[src/rtl/led_matrix_scanner_if.sv]
// Frame transfer channel between the game logic (master) and the LED matrix scanner (slave).
interface led_matrix_scanner_if;
    logic [63:0] led_array_flat;
    logic        frame_valid;
    logic        frame_ready;

    modport master (output led_array_flat, output frame_valid, input frame_ready);
    modport slave  (input led_array_flat, input frame_valid, output frame_ready);
endinterface

[src/rtl/led_matrix_scanner.sv]
// Row-scan controller for an 8x8 LED matrix with a pending/display double buffer.
// Optional macro SCAN_BRIGHTNESS_EN adds a 3-bit brightness input that shortens column on-time.
//
// state | meaning
// IDLE  | scanning disabled, all LEDs off
// BLANK | all LEDs off between rows (anti-ghosting gap)
// DRIVE | one row selected, its column data on the anodes
module led_matrix_scanner #(
    parameter int DWELL_CYCLES = 1000,
    parameter int BLANK_CYCLES = 16
) (
    input  logic       clka,
    input  logic       restart,
    input  logic       enable,
`ifdef SCAN_BRIGHTNESS_EN
    input  logic [2:0] brightness,
`endif
    led_matrix_scanner_if.slave frame,
    output logic [7:0] row_cathode,
    output logic [7:0] column_anode,
    output logic [2:0] row_index,
    output logic       frame_done
);

    localparam int MAX_CYCLES = (DWELL_CYCLES > BLANK_CYCLES) ? DWELL_CYCLES : BLANK_CYCLES;
    localparam int CW = $clog2(MAX_CYCLES);
    localparam logic [CW-1:0] DWELL_LOAD = CW'(DWELL_CYCLES - 1);
    localparam logic [CW-1:0] BLANK_LOAD = CW'(BLANK_CYCLES - 1);

    typedef enum logic [1:0] {IDLE, BLANK, DRIVE} state_t;

    state_t        state, state_nxt;
    logic [CW-1:0] cnt, cnt_nxt;
    logic [2:0]    row_nxt;
    logic [7:0]    cathode_nxt, anode_nxt;
    logic          done_nxt;
    logic          boundary;
    logic [63:0]   display, pending;
    logic          pending_full;
    logic          transfer;
    logic [7:0]    row_data, row_sel;

    assign row_data = display[{row_index, 3'b000} +: 8];
    assign row_sel  = ~(8'h01 << row_index);

    // The pending slot frees on the boundary edge, so a waiting frame can land in the same edge.
    assign frame.frame_ready = !pending_full || boundary;
    assign transfer          = frame.frame_valid && frame.frame_ready;

`ifdef SCAN_BRIGHTNESS_EN
    logic [CW-1:0] thr, thr_nxt, thr_entry;
    int            on_cycles;

    // Anodes stay lit while the dwell counter is at or above thr.
    assign on_cycles = ((int'(brightness) + 1) * DWELL_CYCLES) / 8;
    assign thr_entry = CW'(DWELL_CYCLES - on_cycles);
`endif

    always_comb begin
        state_nxt   = state;
        cnt_nxt     = cnt;
        row_nxt     = row_index;
        cathode_nxt = 8'hFF;
        anode_nxt   = 8'h00;
        done_nxt    = 1'b0;
        boundary    = 1'b0;
`ifdef SCAN_BRIGHTNESS_EN
        thr_nxt     = thr;
`endif
        if (!enable) begin
            state_nxt = IDLE;
            row_nxt   = 3'd0;
        end else begin
            case (state)
                IDLE: begin
                    state_nxt = BLANK;
                    row_nxt   = 3'd0;
                    cnt_nxt   = BLANK_LOAD;
                    boundary  = 1'b1;
                end
                BLANK: begin
                    if (cnt == '0) begin
                        state_nxt   = DRIVE;
                        cnt_nxt     = DWELL_LOAD;
                        cathode_nxt = row_sel;
                        anode_nxt   = row_data;
`ifdef SCAN_BRIGHTNESS_EN
                        thr_nxt     = thr_entry;
`endif
                    end else begin
                        cnt_nxt = cnt - CW'(1);
                    end
                end
                DRIVE: begin
                    if (cnt == '0) begin
                        state_nxt = BLANK;
                        cnt_nxt   = BLANK_LOAD;
                        row_nxt   = row_index + 3'd1;
                        if (row_index == 3'd7) begin
                            done_nxt = 1'b1;
                            boundary = 1'b1;
                        end
                    end else begin
                        cnt_nxt     = cnt - CW'(1);
                        cathode_nxt = row_sel;
`ifdef SCAN_BRIGHTNESS_EN
                        anode_nxt   = (cnt_nxt >= thr) ? row_data : 8'h00;
`else
                        anode_nxt   = row_data;
`endif
                    end
                end
                default: begin
                    state_nxt = IDLE;
                    row_nxt   = 3'd0;
                end
            endcase
        end
    end

    always_ff @(posedge clka or negedge restart) begin
        if (!restart) begin
            state        <= IDLE;
            cnt          <= '0;
            row_index    <= 3'd0;
            row_cathode  <= 8'hFF;
            column_anode <= 8'h00;
            frame_done   <= 1'b0;
`ifdef SCAN_BRIGHTNESS_EN
            thr          <= '0;
`endif
        end else begin
            state        <= state_nxt;
            cnt          <= cnt_nxt;
            row_index    <= row_nxt;
            row_cathode  <= cathode_nxt;
            column_anode <= anode_nxt;
            frame_done   <= done_nxt;
`ifdef SCAN_BRIGHTNESS_EN
            thr          <= thr_nxt;
`endif
        end
    end

    always_ff @(posedge clka or negedge restart) begin
        if (!restart) begin
            display      <= '0;
            pending      <= '0;
            pending_full <= 1'b0;
        end else begin
            if (boundary && pending_full) begin
                display <= pending;
            end
            if (transfer) begin
                pending      <= frame.led_array_flat;
                pending_full <= 1'b1;
            end else if (boundary) begin
                pending_full <= 1'b0;
            end
        end
    end

endmodule

[src/flat_wrapper.sv]
// flat-port wrapper written by rule: the top's interface ports become plain ports
module led_matrix_scanner_flat 
#(
    parameter int DWELL_CYCLES = 1000,
    parameter int BLANK_CYCLES = 16
)
  (clka, restart, enable, row_cathode, column_anode, row_index, frame_done, frame_led_array_flat, frame_frame_valid, frame_frame_ready);
  led_matrix_scanner_if frame_i ();
  input  logic clka;
  input  logic restart;
  input  logic enable;
  output logic [7:0] row_cathode;
  output logic [7:0] column_anode;
  output logic [2:0] row_index;
  output logic frame_done;
  input wire logic [$bits(frame_i.led_array_flat)-1:0] frame_led_array_flat;
  input wire logic [$bits(frame_i.frame_valid)-1:0] frame_frame_valid;
  output wire logic [$bits(frame_i.frame_ready)-1:0] frame_frame_ready;
  assign frame_i.led_array_flat = frame_led_array_flat;
  assign frame_i.frame_valid = frame_frame_valid;
  assign frame_frame_ready = frame_i.frame_ready;
  led_matrix_scanner #(.DWELL_CYCLES(DWELL_CYCLES), .BLANK_CYCLES(BLANK_CYCLES)) u_core (.clka(clka), .restart(restart), .enable(enable), .frame(frame_i), .row_cathode(row_cathode), .column_anode(column_anode), .row_index(row_index), .frame_done(frame_done));
endmodule
[config.mk]
export PLATFORM = sky130hd
export DESIGN_NAME = led_matrix_scanner_flat
export DESIGN_NICKNAME = d
export VERILOG_FILES = /design/src/rtl/led_matrix_scanner_if.sv /design/src/rtl/led_matrix_scanner.sv /design/src/flat_wrapper.sv
export SDC_FILE = /design/constraint.sdc
export NUM_CORES = 1
export LEC_CHECK = 0
export CAP_MARGIN = 20
export CORE_UTILIZATION = 40
export CTS_CLUSTER_SIZE = 25
export DETAILED_ROUTE_END_ITERATION = 8
export SYNTH_ARGS = -nofsm -noshare
export SYNTH_HDL_FRONTEND = slang
export SYNTH_SLANG_ARGS = --single-unit
[constraint.sdc]
create_clock -name clka -period 2.8 [get_ports clka]
set_clock_uncertainty 0.1 [all_clocks]
set_input_delay 0.28 -clock clka [delete_from_list [all_inputs] [get_ports clka]]
set_output_delay 0.28 -clock clka [all_outputs]
set_load 0.02 [all_outputs]
==> impl_metrics.env, run 1 <==
export IMPL_destination_of_the_critical_timing_path="frame_frame_ready"
export IMPL_cts_tree="built"
export IMPL_antenna_cells_inserted=0
export IMPL_vias=4148
export IMPL_combinational_power_share=0.254
export IMPL_vdd_ir_drop_max_mv=0.530
export IMPL_netSwitchingFraction=0.268
export IMPL_crit_required_ns=2.42
export IMPL_p_int_mw=6.08
export IMPL_r2r_end="u_core.display[44]$_DFFE_PN0P_"
export IMPL_global_route_usage_total=0.167
export IMPL_count_of_fill_cells_added_during_filler_insertion=1441
export IMPL_unrepaired_setup_endpoints_after_global_routing="false"
export IMPL_synthXorXnorAreaFrac=0.00248
export IMPL_netlist_instances=478
export IMPL_detail_route_drc_violations=0
export IMPL_dr_pass1_iters=4
export IMPL_clk_path_buf_depth=2
export IMPL_synth_net_count=557
export IMPL_cts_made_buffers=17
export IMPL_grt_pass1_vias=4351
export IMPL_grt_first_pass_wirelength_mm=22.8
export IMPL_syn_cell_area_um2=7060
export IMPL_detail_route_wirelength_mm=13.8
export IMPL_worst_path_dominant_cell_family="simple AND/OR/NAND/NOR gates"
export IMPL_leakage_power_nw=3.74
export IMPL_chipHeight_um=135
export IMPL_synthToLayoutAreaGrowth_pct=25.6
export IMPL_clock_root_buffer="clkbuf_16"
export IMPL_grt_overflow_total=0
export IMPL_globalplace_congestion=0.851
export IMPL_detail_routed_via_count_per_cell=5.08
export IMPL_cts_htree_levels=4
export IMPL_cts_sink_count=161
export IMPL_combinational_family_with_the_most_area_after_synthesis="multiplexers"
export IMPL_layout_cells_most_common="dfrtp_1"
export IMPL_setup_total_neg_slack_ns=0
export IMPL_register_to_register_setup_slack_ns=0.28
export IMPL_synth_edf_count=0
export IMPL_fp_coreArea_um2=17200
export IMPL_timing_critical_path_slowest_stage_cell="or3b_4"
export IMPL_fin_crit_sh=0.942
export IMPL_critPathKind="reg -> out"
export IMPL_r2r_start="u_core.row_index[0]$_DFFE_PN0P_"
export IMPL_timing_critical_path_arrival_ns=2.26
export IMPL_async_reset_ff_frac=1.00
export IMPL_io_pins=89
export IMPL_path_cells="inv_1 -> ha_1 -> or3b_4 -> nor4_4 -> or2_2 -> clkdlybuf4s15_1"
export IMPL_overall_die_area_um2=18200
export IMPL_drt_iter0_markers=154
export IMPL_placementRows=48
export IMPL_total_switching_power_mw=2.23
export IMPL_worst_setup_path_start_kind="flop"
export IMPL_slew_limit_headroom=0.485
export IMPL_power_share_sequential=0.450
export IMPL_largest_net_degree_at_the_start_of_global_routing=70
export IMPL_timing_final_setup_violations=0
export IMPL_syn_area_per_cell_um2=14.8
export IMPL_clkTransAtPathRegs_ns=0.06
export IMPL_yosys_area_share_adder=0.0195
export IMPL_route_antenna_remaining_nets=0
export IMPL_drv_slew=0
export IMPL_crit_cells=6
export IMPL_cap_violations=0
export IMPL_max_freq_mhz=379
export IMPL_final_core_utilization=0.514
export IMPL_final_net_count=658
export IMPL_hold_class="in -> async"
export IMPL_timing_reg2reg_worst_path_depth=8
export IMPL_seq_area_frac_synth=0.572
export IMPL_worst_slew_pin_slew_ns=0.767
export IMPL_run_status="complete, no violations"
export IMPL_count_of_distinct_cell_types_in_the_synthesized_netlist=49
export IMPL_basic_gate_share_of_the_synthesized_area_counting_and_or_nand_and_nor_cells=0.0567
export IMPL_crit_fanout=5
export IMPL_hold_viol_final=0
export IMPL_die_width_um=135
export IMPL_period_needed_ns=2.64
export IMPL_worst_setup_path_startpoint="u_core.cnt[0]$_DFFE_PN0P_"
export IMPL_synth_warnings=0
export IMPL_critPathCaptureType="output port"
export IMPL_drive_above_1_share=0.353
export IMPL_synth_ff_latch_count=161
export IMPL_ys_flop_type="dfrtp_1"
export IMPL_path_buf_inv=2
export IMPL_commonest_cells_after_routing_fill_and_taps_aside="dfrtp_1, mux2_2, clkdlybuf4s50_1, nand2_1, mux2_4"
export IMPL_clkLatencyLatePin_ns=0.42
export IMPL_dp_hpwl_mm=9.38
export IMPL_largest_incremental_delay_on_the_critical_path_ns=0.43
export IMPL_antenna_found_initial=0
export IMPL_fraction_of_synthesized_area_in_multiplexers=0.268
export IMPL_clock_power_share=0.295
export IMPL_port_buffers=88
export IMPL_synth_compound_area_frac=0.0503
export IMPL_initial_core_util=0.409
export IMPL_powerDensity_nw_per_um2=937
export IMPL_avg_wl_per_cell_um=16.9
## worst register-to-register path, delay by kind of cell, from the launching register on
| family | cells | cell delay, ns |
|---|---|---|
| AOI/OAI and AO/OA | 1 | 0.45 |
| and+or+nand+nor | 2 | 0.20 |
| adders and majority gates | 2 | 0.46 |
| buffers and inverters | 2 | 0.43 |
| DFF | 1 | 0.39 |
| muxes | 1 | 0.38 |
## repair_timing
item | in CTS | in global routing
buffers inserted | 0 | 0
hold endpoints to repair | 59 | 0
gates resized for setup | 2 | 1
hold buffers | 1 | 0
setup endpoints to repair | 1 | 1
## cell usage after synthesis, types with 4 or more instances
cell type / count / share of area
mux2_2: 108 / 0.17
o21ai_0: 10 / 0.0071
dfstp_2: 8 / 0.030
nand2_1: 27 / 0.014
dfrtp_1: 153 / 0.54
nand2b_1: 6 / 0.0053
mux4_2: 16 / 0.051
and2_1: 4 / 0.0035
a2bb2oi_1: 4 / 0.0050
mux2_4: 21 / 0.045
ha_1: 11 / 0.019
inv_1: 11 / 0.0059
a31oi_1: 6 / 0.0053
nand3_1: 5 / 0.0035
nor3_1: 4 / 0.0028
a21oi_1: 14 / 0.0099
or3_1: 4 / 0.0035
nor2_1: 5 / 0.0027
buf_6: 12 / 0.019
clkbuf_1: 7 / 0.0037
nor4_1: 4 / 0.0035
## per-layer routing
layer  vias up  track usage  part of all wire
met4         0       0.0531             0.011
li1       1939            -                 -
met1      2132        0.215              0.44
met5         -            0                 0
met2        66        0.276              0.52
met3        11       0.0409             0.036
## area by class of cell
cell class | instances | area (um^2) | area share
clock buffer | 18 | 439 | 0.0495
clock inverter | 14 | 193 | 0.0217
inverter | 11 | 41.3 | 0.00466
multi-input combinational | 284 | 2810 | 0.316
sequential | 161 | 4040 | 0.456
tap | 225 | 282 | 0.0318
timing repair buffer | 104 | 1070 | 0.120
## through the flow
stage | hold slack (ns) | std cells | setup slack [ns] | total power [mW] | area (um^2)
2_1_floorplan | -0.116 | 478 | 0.479 | 5.30 | 7060
3_3_place_gp | 0.244 | 784 | 0.264 | 5.81 | 8220
3_5_place_dp | 0.243 | 784 | 0.228 | 5.93 | 8220
4_1_cts | 0.348 | 817 | 0.109 | 8.41 | 8860
5_1_grt | 0.351 | 817 | 0.0142 | 8.79 | 8870
6_report | 0.345 | 817 | 0.163 | 8.30 | 8870
## registers in the layout, summed over array words and instances, names as in the netlist
name                 flops
u_core.display          64
u_core.pending          64
u_core.cnt              10
u_core.column_anode      8
u_core.row_cathode       8
u_core.row_index         3
u_core.state             2
u_core.frame_done        1
u_core.pending_full      1
## cell families after synthesis
logic type | count (synthesis)
adders and majority gates | 11
AOI/OAI and AO/OA | 52
and+or+nand+nor | 74
buffers and inverters | 33
muxes | 145
xor gates and xnor gates | 2
DFF | 161
## how the worst min path moves through the flow
stage | end | depth (start not counted)
after floorplan | u_core.cnt[0]$_DFFE_PN0P_ | 0
after global placement | u_core.display[34]$_DFFE_PN0P_ | 1
after detailed placement | u_core.row_index[2]$_DFFE_PN0P_ | 1
after CTS | u_core.pending[56]$_DFFE_PN0P_ | 2
after global routing | u_core.pending[62]$_DFFE_PN0P_ | 2
final | u_core.row_index[2]$_DFFE_PN0P_ | 2
## power groups by stage
stage / clock [mW] / sequential, mW / combinational [mW]
final: 2.45 / 3.74 / 2.11
after global routing: 2.62 / 3.86 / 2.31
after CTS: 2.51 / 3.74 / 2.15
after detailed placement: 0 / 3.78 / 2.14
after global placement: 0 / 3.74 / 2.07
after floorplan: 0 / 3.63 / 1.67
Power figures use the tool's default switching activity.
==> run 2: changes to the inputs <==
--- a/config.mk
+++ b/config.mk
@@ -5,10 +5,12 @@
 export SDC_FILE = /design/constraint.sdc
 export NUM_CORES = 1
 export LEC_CHECK = 0
+export ABC_AREA = 1
 export CAP_MARGIN = 20
 export CORE_UTILIZATION = 40
 export CTS_CLUSTER_SIZE = 25
 export DETAILED_ROUTE_END_ITERATION = 8
+export GPL_TIMING_DRIVEN = 0
 export SYNTH_ARGS = -nofsm -noshare
 export SYNTH_HDL_FRONTEND = slang
 export SYNTH_SLANG_ARGS = --single-unit
==> run 2 against run 1 <==
Effect of this change: routed wire length grew 30%; sequential power shrank 7.2%; critical path depth grew 1; synthesized cell count grew 88%; power shrank 13%; die area grew 3.2%; synthesized area grew 3.2%; critical endpoint unchanged; largest power group unchanged; highest routed layer unchanged.
==> impl_metrics.env, run 2 <==
export IMPL_count_of_distinct_cell_types_in_the_synthesized_netlist=24
export IMPL_initial_core_util=0.415
export IMPL_synth_warnings=0
export IMPL_period_needed_ns=2.59
export IMPL_ys_top_cells_by_count="nand2_1, nand3_1, dfrtp_1"
export IMPL_die_width_um=137
export IMPL_avg_wl_per_cell_um=14.5
export IMPL_io_pins=89
export IMPL_whs_path_depth=3
export IMPL_syn_area_per_cell_um2=8.11
export IMPL_clock_root_buffer="clkbuf_16"
export IMPL_critPathCaptureType="output port"
export IMPL_overall_die_area_um2=18800
export IMPL_synth_net_count=977
export IMPL_timing_critical_path_arrival_ns=2.21
export IMPL_cts_tree="built"
export IMPL_ys_top_cells_by_area="dfrtp_1, nand2_1, nand3_1"
export IMPL_placementRows=48
export IMPL_count_of_fill_cells_added_during_filler_insertion=1708
export IMPL_grt_overflow_total=0
export IMPL_syn_cell_area_um2=7290
export IMPL_min_to="u_core.state[1]$_DFFE_PN0P_"
export IMPL_final_net_count=1084
export IMPL_synth_ff_latch_count=161
export IMPL_clkTransAtPathRegs_ns=0.06
export IMPL_hold_class="in -> reg"
export IMPL_largest_net_degree_at_the_start_of_global_routing=98
export IMPL_crit_required_ns=2.42
export IMPL_timing_critical_path_slowest_stage_cell="dfrtp_1"
export IMPL_worst_setup_path_start_kind="flop"
export IMPL_r2r_end="u_core.pending[56]$_DFFE_PN0P_"
export IMPL_clk_path_buf_depth=2
export IMPL_cts_sink_count=161
export IMPL_timing_final_setup_violations=0
export IMPL_critPathKind="reg -> out"
export IMPL_unrepaired_setup_endpoints_after_global_routing="false"
export IMPL_detail_route_drc_violations=0
export IMPL_detail_routed_via_count_per_cell=4.89
export IMPL_seq_area_frac_synth=0.554
export IMPL_dr_pass1_iters=4
export IMPL_port_buffers=87
export IMPL_drt_iter0_markers=430
export IMPL_detail_route_wirelength_mm=18.0
export IMPL_async_reset_ff_frac=1.00
export IMPL_ys_flop_type="dfrtp_1"
export IMPL_max_freq_mhz=386
export IMPL_fin_crit_sh=0.926
export IMPL_r2r_start="u_core.row_index[1]$_DFFE_PN0P_"
export IMPL_setup_total_neg_slack_ns=0
export IMPL_commonest_cells_after_routing_fill_and_taps_aside="nand2_1, nand3_1, dfrtp_1, clkdlybuf4s50_1, nor2_1"
export IMPL_post_cts_repair_setup_buffers=0
export IMPL_min_delay_start="enable"
export IMPL_register_to_register_setup_slack_ns=0.49
export IMPL_dp_hpwl_mm=12.7
export IMPL_fin_worst_hold_slack_ns=0.0952
export IMPL_crit_fanout=13
export IMPL_globalplace_congestion=0.794
export IMPL_run_status="complete, no violations"
export IMPL_timing_reg2reg_worst_path_depth=11
export IMPL_synth_largest_area_cell="dfrtp_1"
export IMPL_drive_above_1_share=0.0766
export IMPL_synth_edf_count=0
export IMPL_vias=6076
export IMPL_path_cells="inv_1 -> ha_2 -> nand2_1 -> nor2_1 -> nand3_2 -> nand3_4 -> dlygate4sd2_1"
export IMPL_grt_first_pass_wirelength_mm=29.9
export IMPL_powerDensity_nw_per_um2=802
export IMPL_largest_incremental_delay_on_the_critical_path_ns=0.40
export IMPL_slew_limit_headroom=0.523
export IMPL_leakage_power_nw=4.59
export IMPL_antenna_found_initial=0
export IMPL_grt_pass1_vias=5860
export IMPL_most_repeated_cell_in_the_gate_level_netlist_after_synthesis="nand2_1"
export IMPL_hold_viol_final=0
export IMPL_worst_slew_pin_slew_ns=0.716
export IMPL_antenna_cells_inserted=0
export IMPL_fp_coreArea_um2=17500
export IMPL_cts_made_buffers=17
export IMPL_synthToLayoutAreaGrowth_pct=24.2
export IMPL_cts_htree_levels=4
export IMPL_vdd_ir_drop_max_mv=0.458
export IMPL_netlist_instances=898
export IMPL_route_antenna_remaining_nets=0
export IMPL_clkLatencyLatePin_ns=0.44
export IMPL_layout_top_registers="u_core.display (64), u_core.pending (64), u_core.cnt (10)"
export IMPL_chipHeight_um=137
export IMPL_cap_violations=0
export IMPL_global_route_usage_total=0.210
export IMPL_layout_cells_most_common="nand2_1"
export IMPL_drv_slew=0
export IMPL_synth_top_cell_area_share=0.526
## run 2: changes by cell type after synthesis, sizes merged, moves of 15 or more
cell and delta:
buf +18, clkbuf +16, inv +15, mux2 -129, mux4 -16, nand2 +350
nand3 +154, nor2 +40, o21ai +24
## run 2: logic make-up (layout without fill, tap and decap cells)
group | after synthesis | in the layout | synth area share
simple gates | 583 | 583 | 0.330
flops | 161 | 161 | 0.554
buf+inv | 83 | 203 | 0.0524
compound gates | 57 | 57 | 0.0407
fa+ha+maj | 11 | 11 | 0.0189
xor+xnor | 3 | 3 | 0.00361
## run 2: power by group
part / internal, mW / total (mW) / switching [mW]
clock network: 1.24 / 2.24 / 1.00
registers: 3.05 / 3.47 / 0.424
logic: 0.598 / 1.54 / 0.943
## run 2: cell type report
cell class | count | area, um^2 | share of cell area
clock buffer | 18 | 429 | 0.0474
multi-input combinational | 654 | 2880 | 0.318
timing repair buffer | 89 | 912 | 0.101
tap | 225 | 282 | 0.0311
sequential | 161 | 4040 | 0.446
clock inverter | 14 | 133 | 0.0147
inverter | 27 | 101 | 0.0112
buffer | 55 | 275 | 0.0304
## run 2: worst max-delay path by stage
stage               depth (start not counted)                       startpoint                              to  slack (ns)
global route                                7  u_core.row_index[1]$_DFFE_PN0P_               frame_frame_ready        0.08
finish                                      7      u_core.state[0]$_DFFE_PN0P_               frame_frame_ready        0.21
floorplan                                  11  u_core.row_index[0]$_DFFE_PN0P_   u_core.pending[0]$_DFFE_PN0P_        0.96
CTS                                         8      u_core.state[0]$_DFFE_PN0P_               frame_frame_ready        0.01
detailed placement                          8      u_core.state[0]$_DFFE_PN0P_               frame_frame_ready        0.15
global placement                            1                          restart  u_core.pending[20]$_DFFE_PN0P_       -5.43
## run 2: timing repair
item,4_1_cts,5_1_grt
pin swaps,0,0
endpoints found under the hold margin,56,0
endpoints found under the setup margin,1,1
hold buffers,1,0
gates resized for setup,2,1
## run 2: metrics by stage
| step | std cells | worst slack (ns) | total power [mW] | area, um^2 | util |
|---|---|---|---|---|---|
| 2_1_floorplan | 898 | 0.961 | 4.44 | 7290 | - |
| 3_3_place_gp | 1210 | -5.43 | 5.01 | 8440 | 0.481 |
| 3_5_place_dp | 1211 | 0.150 | 5.05 | 8470 | 0.483 |
| 4_1_cts | 1244 | 0.0134 | 7.31 | 9040 | 0.516 |
| 5_1_grt | 1243 | 0.0752 | 7.72 | 9050 | 0.516 |
| 6_report | 1243 | 0.207 | 7.25 | 9050 | 0.516 |
## run 2: worst max-delay path: cells and delay by family (launching register included)
family | cells | cell delay [ns]
AND/OR/NAND/NOR | 4 | 0.60
adder cells (fa/ha/maj) | 1 | 0.28
flip-flops | 1 | 0.40
buffers and inverters | 2 | 0.50
## run 2: routing by layer
layer | GRT usage | up-vias | wire length (um)
li1 | - | 3097 | -
met1 | 0.288 | 2846 | 8650
met2 | 0.332 | 110 | 8420
met3 | 0.0415 | 23 | 608
met4 | 0.0684 | 0 | 296
met5 | 0 | - | 0
==> run 3: changes to the inputs <==
--- a/config.mk
+++ b/config.mk
@@ -7,10 +7,13 @@
 export LEC_CHECK = 0
 export ABC_AREA = 1
 export CAP_MARGIN = 20
+export CELL_PAD_IN_SITES_DETAIL_PLACEMENT = 0
+export CELL_PAD_IN_SITES_GLOBAL_PLACEMENT = 1
 export CORE_UTILIZATION = 40
 export CTS_CLUSTER_SIZE = 25
 export DETAILED_ROUTE_END_ITERATION = 8
 export GPL_TIMING_DRIVEN = 0
+export PLACE_DENSITY_LB_ADDON = 0.1
 export SYNTH_ARGS = -nofsm -noshare
 export SYNTH_HDL_FRONTEND = slang
 export SYNTH_SLANG_ARGS = --single-unit
==> run 3 against run 2 <==
Effect of this change: die area is the same; count of clock-buffer cells in the layout rose by 4; hold slack improved by 0.025 ns; clock power up 2%; first-iteration DRC count shrank 17%; combinational power barely moved; sequential power hardly changed; critical path depth grew 1; non-clock buffer count increased by 1; sequential share of layout area down 0.068 points; cell count is essentially flat.
==> impl_metrics.env, run 3 (same netlist as run 2, synthesis figures left out) <==
export IMPL_run_status="complete, no violations"
export IMPL_cts_made_buffers=17
export IMPL_cts_htree_levels=4
export IMPL_dp_hpwl_mm=12.7
export IMPL_detail_route_drc_violations=0
export IMPL_grt_overflow_total=0
export IMPL_largest_incremental_delay_on_the_critical_path_ns=0.40
export IMPL_vdd_ir_drop_max_mv=0.517
export IMPL_unrepaired_setup_endpoints_after_global_routing="false"
export IMPL_dr_pass1_iters=5
export IMPL_antenna_cells_inserted=0
export IMPL_r2r_start="u_core.row_index[0]$_DFFE_PN0P_"
export IMPL_critPathKind="reg -> out"
export IMPL_netSwitchingFraction=0.319
export IMPL_cap_violations=0
export IMPL_register_to_register_setup_slack_ns=0.55
export IMPL_p_int_mw=4.97
export IMPL_io_pins=89
export IMPL_detail_route_wirelength_mm=17.9
export IMPL_timing_final_setup_violations=0
export IMPL_r2r_end="u_core.pending[56]$_DFFE_PN0P_"
export IMPL_worst_slew_pin_slew_ns=0.701
export IMPL_clk_path_buf_depth=2
export IMPL_critPathCaptureType="output port"
export IMPL_global_route_usage_total=0.209
export IMPL_fin_crit_sh=0.912
export IMPL_detail_routed_via_count_per_cell=4.83
export IMPL_worst_setup_path_start_kind="flop"
export IMPL_min_delay_start="enable"
export IMPL_total_switching_power_mw=2.33
export IMPL_largest_net_degree_at_the_start_of_global_routing=103
export IMPL_fp_coreArea_um2=17500
export IMPL_cts_sink_count=161
export IMPL_drive_above_1_share=0.0785
export IMPL_vias=6009
export IMPL_whs_path_depth=3
export IMPL_final_core_utilization=0.517
export IMPL_drt_iter0_markers=355
export IMPL_chipHeight_um=137
export IMPL_globalplace_congestion=0.793
export IMPL_antenna_found_initial=0
export IMPL_drv_slew=0
export IMPL_synthToLayoutAreaGrowth_pct=24.4
export IMPL_final_net_count=1085
export IMPL_hold_class="in -> reg"
export IMPL_clkLatencyLatePin_ns=0.43
export IMPL_clock_root_buffer="clkbuf_16"
export IMPL_hold_viol_final=0
export IMPL_path_cells="inv_1 -> ha_2 -> nand2_1 -> nor2_1 -> nand3_2 -> nand3_2 -> buf_2 -> clkbuf_2"
export IMPL_initial_core_util=0.415
export IMPL_route_antenna_remaining_nets=0
export IMPL_clock_power_share=0.314
export IMPL_port_buffers=87
export IMPL_cts_tree="built"
export IMPL_leakage_power_nw=4.60
export IMPL_powerDensity_nw_per_um2=805
export IMPL_timing_critical_path_slowest_stage_cell="dfrtp_1"
export IMPL_setup_total_neg_slack_ns=0
export IMPL_post_dp_cell_area_um2=8470
export IMPL_place_ws_ns=0.189
export IMPL_grt_first_pass_wirelength_mm=29.5
export IMPL_post_cts_repair_setup_buffers=0
export IMPL_final_setup_worst_slack_ns=0.246
export IMPL_postLayoutCellArea_um2=9060
export IMPL_crit_path_frequent_cell="nand3_2"
export IMPL_slew_limit_headroom=0.533
export IMPL_crit_required_ns=2.42
export IMPL_overall_die_area_um2=18800
export IMPL_grt_pass1_vias=5828
export IMPL_combinational_power_share=0.210
export IMPL_clkTransAtPathRegs_ns=0.06
export IMPL_commonest_cells_after_routing_fill_and_taps_aside="nand2_1, nand3_1, dfrtp_1, clkdlybuf4s50_1, nor2_1"
export IMPL_period_needed_ns=2.55
export IMPL_avg_wl_per_cell_um=14.4
export IMPL_min_to="u_core.state[0]$_DFFE_PN0P_"
export IMPL_power_share_sequential=0.477
export IMPL_crit_fanout=10
export IMPL_timing_reg2reg_worst_path_depth=11
export IMPL_layout_top_registers="u_core.display (64), u_core.pending (64), u_core.cnt (10)"
export IMPL_layout_cells_most_common="nand2_1"
export IMPL_die_width_um=137
export IMPL_placementRows=48
export IMPL_total_power_consumption_of_the_routed_design_mw=7.30
export IMPL_timing_critical_path_arrival_ns=2.17
export IMPL_max_freq_mhz=392
-- run 3: final cells by class --
| type | count | area, um^2 |
|---|---|---|
| repair buffers | 89 | 908 |
| well taps | 225 | 282 |
| clock inverters | 10 | 97.6 |
| clock buffers | 22 | 484 |
| inverters | 27 | 101 |
| flip-flops and latches | 161 | 4040 |
| plain buffers | 56 | 280 |
| fillers | 1757 | 8480 |
| multi-input cells | 654 | 2870 |
-- run 3: timing repair --
item | 4_1_cts | 5_1_grt
hold buffers | 1 | 0
endpoints found under the hold margin | 51 | 0
gates resized for setup | 1 | 3
endpoints found under the setup margin | 1 | 1
-- run 3: worst max path at each step --
stage	startpoint	endpoint	slack (ns)	depth (start not counted)
after floorplan	u_core.row_index[0]$_DFFE_PN0P_	u_core.pending[0]$_DFFE_PN0P_	0.96	11
after global placement	restart	u_core.pending[14]$_DFFE_PN0P_	-5.45	1
after detailed placement	u_core.state[0]$_DFFE_PN0P_	frame_frame_ready	0.19	8
after CTS	u_core.state[0]$_DFFE_PN0P_	frame_frame_ready	0.005	8
after global routing	u_core.state[0]$_DFFE_PN0P_	frame_frame_ready	0.09	8
final	u_core.state[0]$_DFFE_PN0P_	frame_frame_ready	0.25	8
-- run 3: worst max-delay path, delay by kind of cell (launching register included) --
kind	cells	cell delay, ns
buffers and inverters	3	0.56
DFF	1	0.40
adders and majority gates	1	0.26
and+or+nand+nor	4	0.52
-- run 3: per-layer routing --
| layer | wire length [um] | up-vias | GRT usage | share of wire |
|---|---|---|---|---|
| met3 | 538 | 19 | 0.0370 | 0.030 |
| li1 | - | 3089 | - | - |
| met5 | 0 | - | 0 | 0 |
| met1 | 8920 | 2798 | 0.291 | 0.50 |
| met2 | 8160 | 103 | 0.328 | 0.46 |
| met4 | 269 | 0 | 0.0708 | 0.015 |
-- run 3: power groups by stage --
stage          Clock, mW  Combinational (mW)  Sequential, mW
2_1_floorplan          0                1.07            3.37
6_report            2.29                1.53            3.48
5_1_grt             2.42                1.80            3.56
3_3_place_gp           0                1.52            3.51
3_5_place_dp           0                1.56            3.50
4_1_cts             2.33                1.56            3.47
-- run 3: per-stage QoR --
step | std cells | hold WS, ns
floorplan | 898 | -0.116
finish | 1244 | 0.120
detailed placement | 1211 | 0.142
global placement | 1210 | 0.349
global route | 1244 | 0.160
CTS | 1244 | 0.103
==> RTL edit 1: new RTL, settings of run 1 <==
`BLANK_CYCLES` is set to 16 in 2 places; all go to 64.
--- a/src/rtl/led_matrix_scanner.sv
+++ b/src/rtl/led_matrix_scanner.sv
@@ -7,7 +7,7 @@
 // DRIVE | one row selected, its column data on the anodes
 module led_matrix_scanner #(
     parameter int DWELL_CYCLES = 1000,
-    parameter int BLANK_CYCLES = 16
+    parameter int BLANK_CYCLES = 64
 ) (
     input  logic       clka,
     input  logic       restart,
--- a/src/flat_wrapper.sv
+++ b/src/flat_wrapper.sv
@@ -2,7 +2,7 @@
 module led_matrix_scanner_flat 
 #(
     parameter int DWELL_CYCLES = 1000,
-    parameter int BLANK_CYCLES = 16
+    parameter int BLANK_CYCLES = 64
 )
   (clka, restart, enable, row_cathode, column_anode, row_index, frame_done, frame_led_array_flat, frame_frame_valid, frame_frame_ready);
   led_matrix_scanner_if frame_i ();
Formal check against the unedited RTL: same outputs for any inputs over 10 cycles, from zero or initial values; that may be too few to reach the edited logic, so the function may still have changed.
==> RTL edit 1 against run 1 <==
- register-to-register slack lost 0.06 ns
- area after synthesis grew 3.6%
- non-clock buffer count grew 12
- die area grew 3.5%
- sequential cell count is the same
- routed wire length grew 8.5%
- total power shrank 12%
- critical path type unchanged
- design area grew 2.8%
- highest routed layer unchanged
- setup slack lost 0.088 ns
- synthesized cell count grew 1.5%
- largest power group unchanged
==> RTL edit 1: results (changes against run 1) <==
vias per cell=5.14 (was 5.08); CLK BUF=17 (was 18); placed cells=803 (was 784); compound-cell area share of the yosys netlist=5.94% (was 5.03%); net count after synthesis=564 (was 557); number of synthesized register bits=161 (unchanged); post-synthesis mux area share=27.9% (was 26.8%); Post-CTS Setup Bufs=0 (unchanged); post-DR wirelength/cell=17.9 µm (was 16.9 µm); largest net degree at the start of global routing=59 (was 70); GR Util met2=29.1% (was 27.6%); first-pass GRT wire length=24,300 µm (was 22,800 µm); non-clk buf share=12.7% (was 12.0%); Synth Area in XOR/XNOR=0% (was 0.248%); met2 WL post-DR=7680 µm (was 7130 µm); vias in the first global route=4,505 (was 4,351); met3 usage in global routing=3.57% (was 4.09%); multi-input gate share of total cell area=32.5% (was 31.6%); Leak=0.00395 µW (was 0.00374 µW); invs w/o clock=13 (was 11); DR WL met3=439 µm (was 504 µm); Util after Layout=50.7% (was 51.4%); Total Routing Usage GR=17.5% (was 16.7%); outcome=finished clean (unchanged); crit path max fanout=4 (was 5); Seq area share=44.3% (was 45.6%); flip-flop and latch power=3360 µW (was 3740 µW); worst stage delay on the critical path=0.49 ns (was 0.43 ns); First DRT Iteration DRCs=226 (was 154); register area share after synthesis=55.2% (was 57.2%); layout cells sized above 1=35.9% (was 35.3%); core area=18,000 µm² (was 17,200 µm²); clk cell area share=6.78% (was 7.13%); Synth area leaders=dfrtp_1, mux2_4, mux2_2 (was dfrtp_1, mux2_2, mux4_2); P_int=5460 µW (was 6080 µW); Avg Cell Area, Syn=15.1 µm² (was 14.8 µm²); crit path DAT=2.35 ns (was 2.26 ns); M1 wire length=6680 µm (was 6050 µm); met1 Track Usage GR=22.2% (was 21.5%); slowest CP cell=or4b_4 (was or3b_4); worst slack, placed=0.134 ns (was 0.228 ns); Post-Synth Adder-Cell Area=1.88% (was 1.95%); synth unique cells=51 (was 49); Filler cells=1,519 (was 1,441); HPWL Detailed=10,500 µm (was 9380 µm); sw frac=25.5% (was 26.8%); NumNets Final=673 (was 658); Logic pwr share=20.8% (was 25.4%); #MultiIn Comb=285 (was 284); Max VDD drop=0.427 mV (was 0.530 mV); dpl cell area=8470 µm² (was 8220 µm²); slew margin rel.=51.4% (was 48.5%); # diodes=0 (unchanged); Post-synth top cells=dfrtp_1, mux2_2, mux2_4 (was dfrtp_1, mux2_2, nand2_1); cts repair resizes=3 (was 2); Routed WL=15,000 µm (was 13,800 µm); I/O Buffers=88 (unchanged); routability congestion estimate=0.844 (was 0.851); Non-clk bufs=116 (was 104)
RTL edit 1: changes by cell type after synthesis, moves of 4 or more:
cell / change
mux2_2: -44
mux2_4: +39
buf_12: +7
nor2_1: +5
and2_1: -4
buf_6: -4
mux2_1: +4
RTL edit 1: path summary, 6_finish.rpt:
| path | start | end | slack, ns | cells after the start |
|---|---|---|---|---|
| max in group asynchronous | restart | u_core.state[1]$_DFFE_PN0P_ | 1.52 | 3 |
| hold reg to reg | u_core.pending[21]$_DFFE_PN0P_ | u_core.display[21]$_DFFE_PN0P_ | 0.40 | 1 |
| min in group clka | frame_led_array_flat[0] | u_core.pending[0]$_DFFE_PN0P_ | 0.34 | 2 |
| hold / removal | restart | u_core.row_index[0]$_DFFE_PN0P_ | 0.30 | 2 |
| setup reg to reg | u_core.cnt[0]$_DFFE_PN0P_ | u_core.display[2]$_DFFE_PN0P_ | 0.22 | 7 |
| setup / recovery | u_core.cnt[0]$_DFFE_PN0P_ | frame_frame_ready | 0.07 | 6 |
==> RTL edit 2: new RTL, flow settings as in run 1 <==
Made on the original files. Put one more register stage on the output `column_anode`. The value now appears one clock later. The other outputs are not delayed to match.
--- a/src/rtl/led_matrix_scanner.sv
+++ b/src/rtl/led_matrix_scanner.sv
@@ -28,6 +28,8 @@
     localparam logic [CW-1:0] BLANK_LOAD = CW'(BLANK_CYCLES - 1);
 
     typedef enum logic [1:0] {IDLE, BLANK, DRIVE} state_t;
+
+    logic [7:0] column_anode_s0;
 
     state_t        state, state_nxt;
     logic [CW-1:0] cnt, cnt_nxt;
@@ -124,7 +126,7 @@
             cnt          <= '0;
             row_index    <= 3'd0;
             row_cathode  <= 8'hFF;
-            column_anode <= 8'h00;
+            column_anode_s0 <= 8'h00;
             frame_done   <= 1'b0;
 `ifdef SCAN_BRIGHTNESS_EN
             thr          <= '0;
@@ -134,7 +136,7 @@
             cnt          <= cnt_nxt;
             row_index    <= row_nxt;
             row_cathode  <= cathode_nxt;
-            column_anode <= anode_nxt;
+            column_anode_s0 <= anode_nxt;
             frame_done   <= done_nxt;
 `ifdef SCAN_BRIGHTNESS_EN
             thr          <= thr_nxt;
@@ -160,5 +162,9 @@
         end
     end
 
+    always_ff @(posedge clka) begin
+        column_anode <= column_anode_s0;
+    end
+
 endmodule
 
Check against the original RTL: same outputs for any inputs over 10 cycles, from zero or initial values; that may be too few to reach the edited logic, so the function may still have changed.
==> RTL edit 2 against run 1 <==
- global-route usage up 0.23 points
- setup slack worse by 0.013 ns
- non-clock buffer count up 2
- sequential cell count up 8
- routed wire length up 5.3%
- total power down 0.76%
- design area up 1.0%
- hold slack worse by 0.11 ns
- area after synthesis up 2.3%
- first-iteration DRC count up 27%
- largest power group unchanged
==> RTL edit 2: results (changes against run 1) <==
vias in the first global route=4,436 (was 4,351); sequential cell count=169 (was 161); Non-clk bufs=106 (was 104); First DRT Iteration DRCs=195 (was 154); Slew @ Worst Pin=0.791 ns (was 0.767 ns); Synth area leaders=dfrtp_1, mux2_2, mux4_2 (unchanged); clk pwr=2280 µW (was 2450 µW); NumNets Final=668 (was 658); routability congestion estimate=0.878 (was 0.851); synthesis-to-finish area growth=24.1% (was 25.6%); post-synthesis mux area share=26.2% (was 26.8%); clk cell area share=6.38% (was 7.13%); register area=4200 µm² (was 4040 µm²); placed cells=794 (was 784); asr flop ratio synth=95.3% (was 100%); synth unique cells=50 (was 49); first-pass GRT wire length=23,500 µm (was 22,800 µm); register area share after synthesis=58.2% (was 57.2%); multi-input gate share of total cell area=31.3% (was 31.6%); worst min-delay path category=reg2reg (was in2async); Post-Synthesis Cells=486 (was 478); largest net degree at the start of global routing=68 (was 70); vias per cell=5.12 (was 5.08); outcome=finished clean (unchanged); Filler cells=1,482 (was 1,441); dpl cell area=8370 µm² (was 8220 µm²); layout cells sized above 1=34.8% (was 35.3%); Synth Area in XOR/XNOR=0.243% (was 0.248%); CLK BUF=20 (was 18); via count=4,233 (was 4,148); compound-cell area share of the yosys netlist=4.92% (was 5.03%); post-DR wirelength/cell=17.6 µm (was 16.9 µm)
## RTL edit 2: changes by cell type after synthesis, sizes merged
cell / change
dfxtp: +8
## RTL edit 2: metrics by stage
stage | setup WS, ns | power, µW
2_1_floorplan | 0.477 | 5410
3_3_place_gp | 0.279 | 5930
3_5_place_dp | 0.242 | 6040
4_1_cts | 0.101 | 8330
5_1_grt | 0.0147 | 8690
6_report | 0.150 | 8240
## RTL edit 2: worst paths after layout
path	start	endpoint	slack [ns]	cells past startpoint
hold reg to reg	u_core.column_anode_s0[1]$_DFF_PN0_	u_core.column_anode[1]$_DFF_P_	0.24	0
min in group asynchronous	restart	u_core.row_index[0]$_DFFE_PN0P_	0.33	2
max in group asynchronous	restart	u_core.display[42]$_DFFE_PN0P_	1.50	3
hold / removal	u_core.column_anode_s0[1]$_DFF_PN0_	u_core.column_anode[1]$_DFF_P_	0.24	0
setup / recovery	u_core.cnt[0]$_DFFE_PN0P_	frame_frame_ready	0.15	6
setup reg to reg	u_core.cnt[0]$_DFFE_PN0P_	u_core.display[42]$_DFFE_PN0P_	0.33	8
## RTL edit 2: metal layers
layer  global-route usage [%]  up-vias  routed length, µm  part of all wire (%)
li1                         -     1964                  -                     -
met3                     4.66        8                619                   4.2
met4                     4.44        0                 98                  0.67
met1                     22.1     2172               6520                    45
met5                        0        -                  0                     0
met2                     27.5       89               7330                    50
## RTL edit 2: worst max-delay path, delay by kind of cell, from the launching register on
family        cells  cell delay [ns]
fa+ha+maj         1             0.20
buf+inv           2             0.38
flops             1             0.39
simple gates      3             0.88
## RTL edit 2: timing repair
item                                   in CTS  in global routing
hold buffers                                1                  0
gates resized for setup                     2                  1
setup endpoints to repair                   1                  1
endpoints found under the hold margin      56                  0
